--- config.mk ---
export PLATFORM = sky130hd
export DESIGN_NAME = tlight_monitor
export DESIGN_NICKNAME = d
export VERILOG_FILES = /design/src/rtl/tlight_pkg.sv /design/src/rtl/tlight_decode.sv /design/src/rtl/tlight_monitor.sv
export SDC_FILE = /design/constraint.sdc
export NUM_CORES = 1
export LEC_CHECK = 0
export BUFFER_PORTS_ARGS = -buffer_cell sky130_fd_sc_hd__buf_2
export CAP_MARGIN = 15
export CELL_PAD_IN_SITES_DETAIL_PLACEMENT = 0
export CELL_PAD_IN_SITES_GLOBAL_PLACEMENT = 1
export CORE_MARGIN = 5
export CORE_UTILIZATION = 40
export DETAILED_ROUTE_END_ITERATION = 12
export PLACE_DENSITY = 0.85
export SYNTH_ARGS = -nofsm -noshare
export SYNTH_HDL_FRONTEND = slang
export SYNTH_SLANG_ARGS = --single-unit
--- constraint.sdc ---
create_clock -name clk -period 2.8 [get_ports clk]
set_input_delay 0.7 -clock clk [delete_from_list [all_inputs] [get_ports clk]]
set_output_delay 0.7 -clock clk [all_outputs]
set_load 0.01 [all_outputs]
--- src/rtl/tlight_pkg.sv ---
// Shared traffic-light definitions: phase encoding, lamp patterns and successor order.
package tlight_pkg;

    typedef enum logic [1:0] {
        PH_RED       = 2'd0,
        PH_RED_AMBER = 2'd1,
        PH_GREEN     = 2'd2,
        PH_AMBER     = 2'd3
    } phase_t;

    typedef enum logic {
        ST_UNLOCKED = 1'b0,
        ST_LOCKED   = 1'b1
    } mon_state_t;

    localparam int unsigned PAT_W = 3;

    // Lamp patterns ordered {r,a,g}
    localparam logic [PAT_W-1:0] PAT_RED       = 3'b100;
    localparam logic [PAT_W-1:0] PAT_RED_AMBER = 3'b110;
    localparam logic [PAT_W-1:0] PAT_GREEN     = 3'b001;
    localparam logic [PAT_W-1:0] PAT_AMBER     = 3'b010;

    function automatic phase_t next_phase(input phase_t p);
        case (p)
            PH_RED:       next_phase = PH_RED_AMBER;
            PH_RED_AMBER: next_phase = PH_GREEN;
            PH_GREEN:     next_phase = PH_AMBER;
            default:      next_phase = PH_RED;
        endcase
    endfunction

endpackage

--- src/rtl/tlight_decode.sv ---
// Combinational lamp-pattern decoder plus successor lookup for the tracked phase.
module tlight_decode
    import tlight_pkg::*;
(
    input  logic [PAT_W-1:0] pattern,
    input  phase_t           cur,
    output phase_t           dec_c,
    output logic             legal_c,
    output phase_t           succ_c
);

    always_comb begin
        dec_c   = PH_RED;
        legal_c = 1'b1;
        case (pattern)
            PAT_RED:       dec_c = PH_RED;
            PAT_RED_AMBER: dec_c = PH_RED_AMBER;
            PAT_GREEN:     dec_c = PH_GREEN;
            PAT_AMBER:     dec_c = PH_AMBER;
            default:       legal_c = 1'b0;
        endcase
    end

    assign succ_c = next_phase(cur);

endmodule

--- src/rtl/tlight_monitor.sv ---
// Traffic-light sequence monitor: locks onto a legal lamp sequence and flags
// illegal patterns, skipped phases and stalls.
module tlight_monitor
    import tlight_pkg::*;
#(
    parameter int unsigned MAX_HOLD = 3
) (
    input  logic       clk,
    input  logic       rst,
    input  logic       r,
    input  logic       a,
    input  logic       g,
    input  logic       clr_err,
    output logic [1:0] phase,
    output logic       locked,
    output logic       err_pulse,
    output logic       fault,
    output logic [7:0] err_count,
    output logic [7:0] cycle_count
);

    // Sized so MAX_HOLD itself is representable; the counter saturates there and never wraps
    localparam int unsigned HOLD_W  = $clog2(MAX_HOLD + 2);
    localparam int unsigned COUNT_W = 8;

    mon_state_t         state_q, state_nx;
    phase_t             phase_q, phase_nx;
    logic [HOLD_W-1:0]  hold_q, hold_nx;
    logic               pulse_q, pulse_nx;
    logic               fault_q, fault_nx;
    logic [COUNT_W-1:0] err_q, err_nx;
    logic [COUNT_W-1:0] cyc_q, cyc_nx;

    phase_t dec_c;
    phase_t succ_c;
    logic   legal_c;
    logic   fault_hit_c;

    tlight_decode u_decode (
        .pattern (PAT_W'({r, a, g})),
        .cur     (phase_q),
        .dec_c   (dec_c),
        .legal_c (legal_c),
        .succ_c  (succ_c)
    );

    always_ff @(posedge clk) begin
        if (rst) begin
            state_q <= ST_UNLOCKED;
            phase_q <= PH_RED;
            hold_q  <= '0;
            pulse_q <= 1'b0;
            fault_q <= 1'b0;
            err_q   <= '0;
            cyc_q   <= '0;
        end else begin
            state_q <= state_nx;
            phase_q <= phase_nx;
            hold_q  <= hold_nx;
            pulse_q <= pulse_nx;
            fault_q <= fault_nx;
            err_q   <= err_nx;
            cyc_q   <= cyc_nx;
        end
    end

    always_comb begin
        state_nx    = state_q;
        phase_nx    = phase_q;
        hold_nx     = hold_q;
        pulse_nx    = 1'b0;
        fault_nx    = fault_q & ~clr_err;
        err_nx      = err_q;
        cyc_nx      = cyc_q;
        fault_hit_c = 1'b0;

        case (state_q)
            ST_UNLOCKED: begin
                if (legal_c) begin
                    state_nx = ST_LOCKED;
                    phase_nx = dec_c;
                    hold_nx  = '0;
                end
            end
            default: begin
                if (legal_c && dec_c == phase_q) begin
                    if (hold_q == HOLD_W'(MAX_HOLD)) fault_hit_c = 1'b1;
                    else                              hold_nx = hold_q + HOLD_W'(1);
                end else if (legal_c && dec_c == succ_c) begin
                    phase_nx = dec_c;
                    hold_nx  = '0;
                    if (phase_q == PH_AMBER) cyc_nx = cyc_q + COUNT_W'(1);
                end else begin
                    fault_hit_c = 1'b1;
                end
            end
        endcase

        // A new fault takes priority over a simultaneous clear; phase keeps its last value
        if (fault_hit_c) begin
            state_nx = ST_UNLOCKED;
            pulse_nx = 1'b1;
            fault_nx = 1'b1;
            if (err_q != {COUNT_W{1'b1}}) err_nx = err_q + COUNT_W'(1);
        end
    end

    assign phase       = 2'(phase_q);
    assign locked      = (state_q == ST_LOCKED);
    assign err_pulse   = pulse_q;
    assign fault       = fault_q;
    assign err_count   = err_q;
    assign cycle_count = cyc_q;

endmodule

==> out/metrics.csv <==
metric;value;unit
Clock Latency Late Sink;0.32;ns
TritonCTS clock tree;built;
Max-slew headroom;0.689;
met1 usage;0.148;
power density cells;439;nW/um^2
Final Hold Fails;0;
Critical Path AT;2.79;ns
die area;4710;sq um
Setup WS pre-CTS;0.191;ns
Tightest Pin Transition;0.462;ns
# DRC;0;
clock-pin slew on the worst setup and hold paths;0.13;ns
internal power;0.525;mW
Post-synth EDFFs;0;
Critical Path Max Stage Delay;0.45;ns
htree depth;1;
CP Data Required Time;3.03;ns
final worst-path setup slack;0.237;ns
Routed WL per cell;13.4;um
CP max FO;11;
starting density of the core;0.412;
WP buf/inv;1;
Final Cycle Share;0.915;
Crit Path Class;reg -> reg;
post-cts resize count;0;
Max Fclk;0.390;GHz
Min-Delay Path Class;reg -> reg;
# setup viols final;0;
Boundary Pins;27;
critical path's slowest cell;dfxtp_1;
Design Area, Final;1570;sq um
drt first pass iters;4;
met3 Track Usage GR;0.0454;
Clock power frac;0.365;
busiest grt layer;met2;
fin crit period;2.56;ns
NetSw;0.164;mW
Slew Viols, Final;0;
CP Capture Type;register;
post-synthesis sequential area ratio;0.349;
final core utilization;0.471;
hold_buf cts;0;
Netlist cell types;49;
crit-path cells;inv_1 -> ha_1 -> nor4b_2 -> nand2_1 -> and3_4 -> or3_4 -> o311a_1 -> a31o_1;
vias;1257;
DP Area;1520;sq um
#FFs+latches synth;24;
FFs w/ async S/R, synth;0;
Final HPWL DP;2300;um
Total GRT Usage;0.137;
RSZ-0062 raised after global routing;no;
Pleak;0.620;nW
sequential cell area;480;sq um
core area;3340;sq um
Rows;21;
Startpoint Class;register;
syn avg cell area;8.65;sq um
CTS Buf Count;3;
Peak VDD IR;0.000267;V
filler instances;341;
die height;68.6;um
global-route wire length before repair;4860;um
Mapped Area;1380;sq um
met2 global-route usage;0.246;
max_cap viols;0;
root buffer cell;clkbuf_4;
pin count of the biggest net entering global routing;26;
Post-CTS Setup Bufs;0;
initial DRC count;32;
routed vias/inst;5.49;
NumNets Final;197;
vias in the first global route;1143;
clk buf depth;2;
share of layout cells above drive strength 1;0.219;
Largest delay share family, worst path;simple AND/OR/NAND/NOR gates;
P&R area growth vs syn;14.3;%
Sw Ratio;0.238;
Sequential Power Share;0.517;
Syn Nets;172;
WL final;3070;um
setup TNS;0;ns
Syn Inst Count;159;
yosys warns;0;
GPL Wtd Cong;0.798;
number of port buffers;26;
ys flop type;dfxtp_1;
Routed Antenna Nets;0;
antenna violations before repair;0;
Die Width;68.6;um
Worst Skew;0.00222;ns
Logic pwr share;0.118;
number of diodes;0;
status;finished, final reports clean;
multi-input logic area;813;sq um
GRT overflow;0;
total clock sinks;24;
## worst min-delay path, stage by stage, from the launching register on
cell and delay, ns:
dfxtp_1 0.33, nand2b_1 0.06, a21oi_1 0.06
## metrics by stage
stage / hold slack, ns / total power, mW / std cells
floorplan: 0.453 / 0.424 / 159
global placement: 0.464 / 0.442 / 225
detailed placement: 0.470 / 0.445 / 225
CTS: 0.488 / 0.696 / 229
finish: 0.484 / 0.689 / 229
global route: 0.517 / 0.720 / 229
## flip-flops by register name, indices dropped and copies added, names as in the netlist
| signal | flops |
|---|---|
| hold_q | 3 |
| err_count | 8 |
| locked | 1 |
| phase | 2 |
| fault | 1 |
| cycle_count | 8 |
| err_pulse | 1 |
## layer usage
layer  wire, um  part of all wire  vias up
met2       1580              0.52       20
met4         39             0.013        0
met5          0                 0        -
met3        128             0.042        6
li1           -                 -      635
met1       1310              0.43      596
## power groups by stage
| stage | clock (mW) | sequential, mW | combinational, mW |
|---|---|---|---|
| finish | 0.252 | 0.356 | 0.0810 |
| CTS | 0.258 | 0.356 | 0.0815 |
| detailed placement | 0 | 0.364 | 0.0808 |
| global route | 0.272 | 0.358 | 0.0896 |
| floorplan | 0 | 0.365 | 0.0590 |
| global placement | 0 | 0.363 | 0.0786 |
## final timing paths
path	from	end	slack (ns)	cells after the start
max	phase[0]$_SDFFE_PP0P_	cycle_count[7]$_SDFFE_PP0P_	0.24	8
min	fault$_SDFF_PP0_	fault$_SDFF_PP0_	0.48	2
max reg2reg	phase[0]$_SDFFE_PP0P_	cycle_count[7]$_SDFFE_PP0P_	0.24	8
min reg2reg	fault$_SDFF_PP0_	fault$_SDFF_PP0_	0.48	2
## cell usage in the layout, fill, tap and decap left out, drive strengths merged, types with 2 or more instances in the layout
cell,instances
nor4b,2
ha,7
nand3,12
o31ai,3
xor2,2
nor2b,2
and3,2
or4,2
o21ai,10
xnor2,2
nand2,6
mux2i,5
o211ai,2
or3,8
a31o,2
mux2,2
nor3,4
nor2,13
inv,8
nand4,5
dfxtp,24
a21oi,13
buf,27
nor3b,2
clkbuf,3
## kinds of logic after synthesis
kind of cell / after synthesis / share of synthesized area
xor+xnor: 4 / 0.0255
simple gates: 64 / 0.271
mux: 7 / 0.0555
compound gates: 38 / 0.176
fa+ha+maj: 7 / 0.0637
buf+inv: 15 / 0.0591
flops: 24 / 0.349
## final cells by class
class | count | area share
clock inverter | 1 | 0.0191
tap | 46 | 0.0366
inverter | 8 | 0.0191
multi-input combinational | 120 | 0.518
timing repair buffer | 27 | 0.0876
clock buffer | 3 | 0.0143
sequential | 24 | 0.306
## cells in the mapped netlist (2+ instances only)
master | instances | area share
o211ai_1 | 2 | 0.011
xnor2_1 | 2 | 0.013
nand3_1 | 11 | 0.040
ha_1 | 7 | 0.064
inv_1 | 8 | 0.022
or4_1 | 2 | 0.011
nand2_1 | 6 | 0.016
nor2_1 | 13 | 0.035
a21oi_1 | 13 | 0.047
nor3_1 | 4 | 0.015
o31ai_1 | 3 | 0.016
o21ai_1 | 4 | 0.015
buf_2 | 2 | 0.0073
or3_1 | 7 | 0.032
o21ai_0 | 5 | 0.018
buf_6 | 3 | 0.025
mux2i_1 | 5 | 0.036
clkbuf_1 | 2 | 0.0055
nor2b_1 | 2 | 0.0091
xor2_1 | 2 | 0.013
dfxtp_1 | 24 | 0.35
nand4_1 | 5 | 0.023
Note: power is estimated with default switching activity, not from simulation.
